$ cat src/rtl/alu.sv
// 16-bit SimpleRISC ALU: combinational add/sub/and/not with a
// zero/negative/overflow condition vector and a registered status copy.
module alu (
   input  logic [15:0] Ain,
   input  logic [15:0] Bin,
   input  logic [1:0]  ALUop,
   output logic [15:0] out,
   output logic [2:0]  Z,
   input  logic        clk,
   input  logic        reset,
   input  logic        loads,
   output logic [2:0]  status
);

   logic [15:0] w_sum;
   logic [15:0] w_diff;
   logic        w_ovf;
   logic        zZTemp;
   logic [2:0]  r_status;

   assign w_sum  = Ain + Bin;
   assign w_diff = Ain + ~Bin + 16'd1;

   // Result select; an unknown opcode propagates X to the result.
   always_comb begin
      out   = '0;
      w_ovf = 1'b0;
      case (ALUop)
         2'b00: begin
            out   = w_sum;
            w_ovf = (Ain[15] == Bin[15]) && (w_sum[15] != Ain[15]);
         end
         2'b01: begin
            out   = w_diff;
            w_ovf = (Ain[15] != Bin[15]) && (w_diff[15] != Ain[15]);
         end
         2'b10:   out = Ain & Bin;
         2'b11:   out = ~Bin;
         default: out = 'x;
      endcase
   end

   assign zZTemp = (out == 16'h0000);
   assign Z      = {w_ovf, out[15], zZTemp};

   // Status register: reset dominates load, otherwise hold.
   always_ff @(posedge clk) begin
      if (reset)
         r_status <= '0;
      else if (loads)
         r_status <= Z;
   end

   assign status = r_status;

endmodule

$ cat config.mk
export PLATFORM = sky130hd
export DESIGN_NAME = alu
export DESIGN_NICKNAME = d
export VERILOG_FILES = /design/src/rtl/alu.sv
export SDC_FILE = /design/constraint.sdc
export NUM_CORES = 1
export LEC_CHECK = 0
export CAP_MARGIN = 20
export CORE_MARGIN = 3
export CORE_UTILIZATION = 25
export CTS_BUF_LIST = sky130_fd_sc_hd__clkbuf_4
export CTS_CLUSTER_DIAMETER = 30
export CTS_CLUSTER_SIZE = 8
export DETAILED_ROUTE_END_ITERATION = 12
export GPL_TIMING_DRIVEN = 0
export HOLD_SLACK_MARGIN = 0.03
export PLACE_DENSITY = 0.55
export SYNTH_ARGS = -nofsm -noshare
export SYNTH_HDL_FRONTEND = slang
export SYNTH_SLANG_ARGS = --single-unit
$ cat constraint.sdc
create_clock -name clk -period 7.5 [get_ports clk]
set_input_delay 1.125 -clock clk [delete_from_list [all_inputs] [get_ports clk]]
set_output_delay 1.125 -clock clk [all_outputs]
set_load 0.02 [all_outputs]
## Yosys cells after proc, flatten, opt, wreduce, memory -nomap -nowiden

Cells that the tools add are included.

| storage, ports and cells | value |
|---|---|
| register bits after elaboration | 3 |

| cells by class | value |
|---|---|
| add/subtract/negate cells | 3 |
| equal/unequal tests | 7 |
| mux-type cells | 2 |
| bitwise operators | 2 |
| reduce and logical (&&, ||, !) cells | 4 |

Operators by type and width:

| kind | count |
|---|---|
| case mux 16 bit (4 select lines) | 1 |
| adder 16 bit | 2 |
| adder 16 x 1 -> 16 bit, second input constant | 1 |
| bitwise AND 16 bit | 1 |
| zero test 16 bit | 1 |
| NOT 16 bit | 1 |
| equality test 2 bit, second input constant | 2 |
| inequality test 1 bit | 3 |
| equality test 2 x 1 -> 1 bit, second input constant | 1 |
| logical AND 1 bit | 2 |
| zero test 2 bit | 1 |
| case mux 1 bit (2 select lines) | 1 |
| equality test 1 bit | 1 |

## Logic depth before layout (Yosys ltp)

| depth | value |
|---|---|
| depth in word-level cells | 6 |
| mapped depth | 13 |
| gate-level depth less buffers | 12 |

## Worst setup path after synthesis

OpenSTA, ideal clock, no wires.

| path | value |
|---|---|
| kind | in2out |
| start | input port Bin[4] |
| end | output port Z[0] |
| data arrival time | 3.747 ns |
| data required time | 6.375 ns |
| slack | 2.628 ns |
| stages on the path | 12 |
| buffers on the path | 2 |
| cell sequence | inv_1 ha_1 buf_6 nor2b_4 or4_4 o211ai_2 a31oi_1 or4_1 and3_2 or3_1 nor4_1 buf_4 |

| between the ends | value |
|---|---|
| longest elaborated chain between the ends | 5 |

RTL lines:

| element | line | RTL |
|---|---|---|
| start, declared | 5 | `input logic [15:0] Bin,` |
| NOT 16 bit | 22 | `assign w_diff = Ain + ~Bin + 16'd1;` |
| adder 16 bit | 22 |  |
| adder 16 x 1 -> 16 bit | 22 |  |
| case mux 16 bit (4 select lines) (*) | 28 | `case (ALUop)` |
| via out[11] | 7 | `output logic [15:0] out,` |
| zero test 16 bit (*) | 43 | `assign zZTemp = (out == 16'h0000);` |
| end, declared | 8 | `output logic [2:0] Z,` |

The timed path passes the listed nets; every way through them passes the cells marked *.

## Worst setup path after layout

| path | value |
|---|---|
| start | input port Bin[0] |
| end | output port Z[0] |

| between the ends | value |
|---|---|
| longest elaborated chain between the ends | 5 |

RTL lines:

| element | line |
|---|---|
| NOT 16 bit | 22, 38 |
| adder 16 bit | 22 |
| adder 16 x 1 -> 16 bit | 22 |
| case mux 16 bit (4 select lines) (*) | 28 |
| zero test 16 bit (*) | 43 |

Mark *: on every way between the ends. The rest lies on a longest branch, timed or not.

==> impl_metrics.yaml <==
timing:
  final_max_slew_viol_count: 0
  setup_viol: 0
  tightest_slew_ns: 0.7281
  min_period_over_period: 0.8430
  slew_headroom: 0.5020
  holdWs_ns: 0.4778
  clock_skew_ns: 0
  rsz0062_at_grt: "no"
  final_hold_viol_count: 0
  tns_ns: 0
  period_minus_slack_ns: 6.323
  max_freq_mhz: 158.2
layout:
  drive_above_1_share: 0.06279
  design_area_mm2: 0.003244
  layout_commonest_cell: "clkdlybuf4s50_1"
  nNetsFinal: 502
  antenna_cells: 0
  layout_common_cells: "clkdlybuf4s50_1 (56), inv_1 (38), ha_1 (32), nand2_1 (31), nor2_1 (31)"
  synthToLayoutAreaGrowth_pct: 30.17
  fin_util: 0.3430
  final_cells: 559
  largest_register_ffs: 3
placed_design:
  place_congestion: 0.9179
  placed_cell_area_mm2: 0.003214
  numPortBuffers: 56
  dpl.cell_count: 555
  dp_hpwl_mm: 7.373
outcome:
  status: "finished, final reports clean"
floorplan:
  coreArea_mm2: 0.009459
  initial_utilization: 0.2635
  die_y_um: 105.8
  ios: 59
  num_rows: 35
  die_w_um: 105.8
  design.die.area_mm2: 0.01120
clocking:
  post_cts_resized: 0
  numCtsBuffers: 3
  clkLatencyLatePin_ns: 0.23
  clk_pin_slew_ns: 0.04
  postCtsSetupRepairBufs: 0
  h-tree-depth: 1
  clock-sinks: 3
  cts_buffer_depth: 2
  ctsHoldBuffers: 0
  tritoncts: "done"
  root_buffer: "clkbuf_4"
drt:
  via_per_inst: 5.383
  drc: 0
  wl_mm: 8.992
  wl_per_cell_um: 16.09
  ant_nets: 0
  drt_iter0_drc: 137
  dr.pass1.iters: 5
  vias: 3009
flow_run:
  drv_cap: 0
min_path:
  hp-class: "reg -> reg"
  hold_depth: 2
  hold_path_end: "status[1]"
  hp-start: "status[1]"
grt:
  antenna_found_initial: 0
  gr-usage-all-layers: 0.1540
  grt_overflow_total: 0
  grt_max_degree: 11
  grt_pass1_vias: 2885
  grt_pass1_wl_mm: 14.39
yosys:
  netlist-cell-type-count: 73
  synthAdderAreaFrac: 0.1767
  synthSimpleGateAreaFrac: 0.2786
  syn_inst: 370
  ys_seq_area_frac: 0.02410
  postSynthAreaPerCell_um2: 6.736
  synth_compound_area_frac: 0.3389
  syn_area_mm2: 0.002492
  synth_nets: 441
  synthMuxAreaShare: 0.05422
  ys_seq_elements: 3
  async_reset_ff_frac: 0
  synth_xor_area_frac: 0.02108
  synth-edff-count: 0
  synth_top_family_by_area: "compound AO/OA/AOI/OAI gates"
  synth_flop_cell: "dfxtp_1"
  ys.warnings.count: 0
worst_setup_path:
  path_class: "in -> out"
  critPathLaunchType: "input port"
  critical_path.max_fanout: 4
  cp-end-kind: "output pin"
  crit_required_ns: 6.38
  worstReg2RegStart: "status[2]"
  reg2reg_to: "status[2]"
  r2r_setup_slack_ns: 6.69
  worst_ep_arrival_time_ns: 5.20
  ff2ff_path_depth: 2
power_and_ir_drop:
  power.leakage_nw: 1.363
  p_int_mw: 0.1547
  seq_power_share: 0.054
  pwr-share-clk: 0.102
  powerDensity_mw_per_mm2: 97.32
  p_sw_frac: 0.5100
  p_switching_mw: 0.1610
  ir_worst_vdd_mv: 0.04301
  power_frac_comb: 0.844
power by group through the flow:
stage          Clock [mW]  Sequential (mW)  Combinational, mW
3_5_place_dp            0           0.0173              0.264
2_1_floorplan           0           0.0181              0.167
6_report           0.0323           0.0170              0.266
3_3_place_gp            0           0.0173              0.262
4_1_cts            0.0329           0.0171              0.265
5_1_grt            0.0336           0.0171              0.292
Yosys cell counts (4+ instances only):
master    count  area share
o211ai_1      9       0.027
nand2b_1      9       0.023
nor4_1        4       0.010
nor2_1       31       0.047
a211oi_1      4       0.012
nand3_1       9       0.018
ha_1         32        0.16
a21oi_1      25       0.050
o31ai_1       8       0.024
o21a_1        5       0.015
nor3_1       14       0.028
o311ai_0      4       0.014
or3_1         4       0.010
nor2b_1       9       0.023
nand2_1      31       0.047
inv_1        38       0.057
mux2i_1       9       0.036
clkbuf_1     14       0.021
o21ai_0      18       0.036
buf_2         5       0.010
a31oi_1       4       0.010
worst max-delay path by stage:
| stage | slack (ns) | from | endpoint |
|---|---|---|---|
| after floorplan | 2.63 | Bin[4] | Z[0] |
| after global placement | 1.24 | Bin[0] | Z[0] |
| after detailed placement | 1.21 | Bin[2] | Z[0] |
| after CTS | 1.21 | Bin[2] | Z[0] |
| after global routing | 0.95 | Bin[2] | Z[0] |
| final | 1.18 | Bin[0] | Z[0] |
logic make-up after synthesis:
family                   count (synthesis)
AND/OR/NAND/NOR                        135
AO/OA/AOI/OAI                          117
buffers and inverters                   64
adder cells (fa/ha/maj)                 34
multiplexers                            11
XOR/XNOR                                 6
flip-flops                               3
metrics by stage:
stage / setup slack [ns] / total power, mW
floorplan: 2.628 / 0.1851
global placement: 1.236 / 0.2789
detailed placement: 1.210 / 0.2815
CTS: 1.209 / 0.3152
global route: 0.9518 / 0.3428
finish: 1.177 / 0.3157
metal layers:
metal | vias up | part of all wire | GRT usage
li1 | 1482 | - | -
met1 | 1411 | 0.45 | 0.2144
met2 | 105 | 0.47 | 0.2614
met3 | 11 | 0.060 | 0.008573
met4 | 0 | 0.014 | 0.03330
met5 | - | 0 | 0
final cells by class:
class,instances,area [um2]
timing repair buffer,56,560.5
clock buffer,4,30.03
sequential,3,60.06
fill,1074,6215
multi-input combinational,303,2167
inverter,38,142.6
buffer,26,122.6
tap,129,161.4
critical path, cell delays in order:
cell             delay [ns]
clkdlybuf4s50_1        0.47
ha_1                   0.26
fa_1                   0.41
nor2b_1                0.17
o311ai_2               0.42
nand2_1                0.13
o32ai_1                0.24
a21oi_1                0.21
a2111oi_0              0.49
nand4b_1               0.17
nor4_1                 0.34
buf_4                  0.17
clkdlybuf4s50_1        0.59
Power figures use the tool's default switching activity.
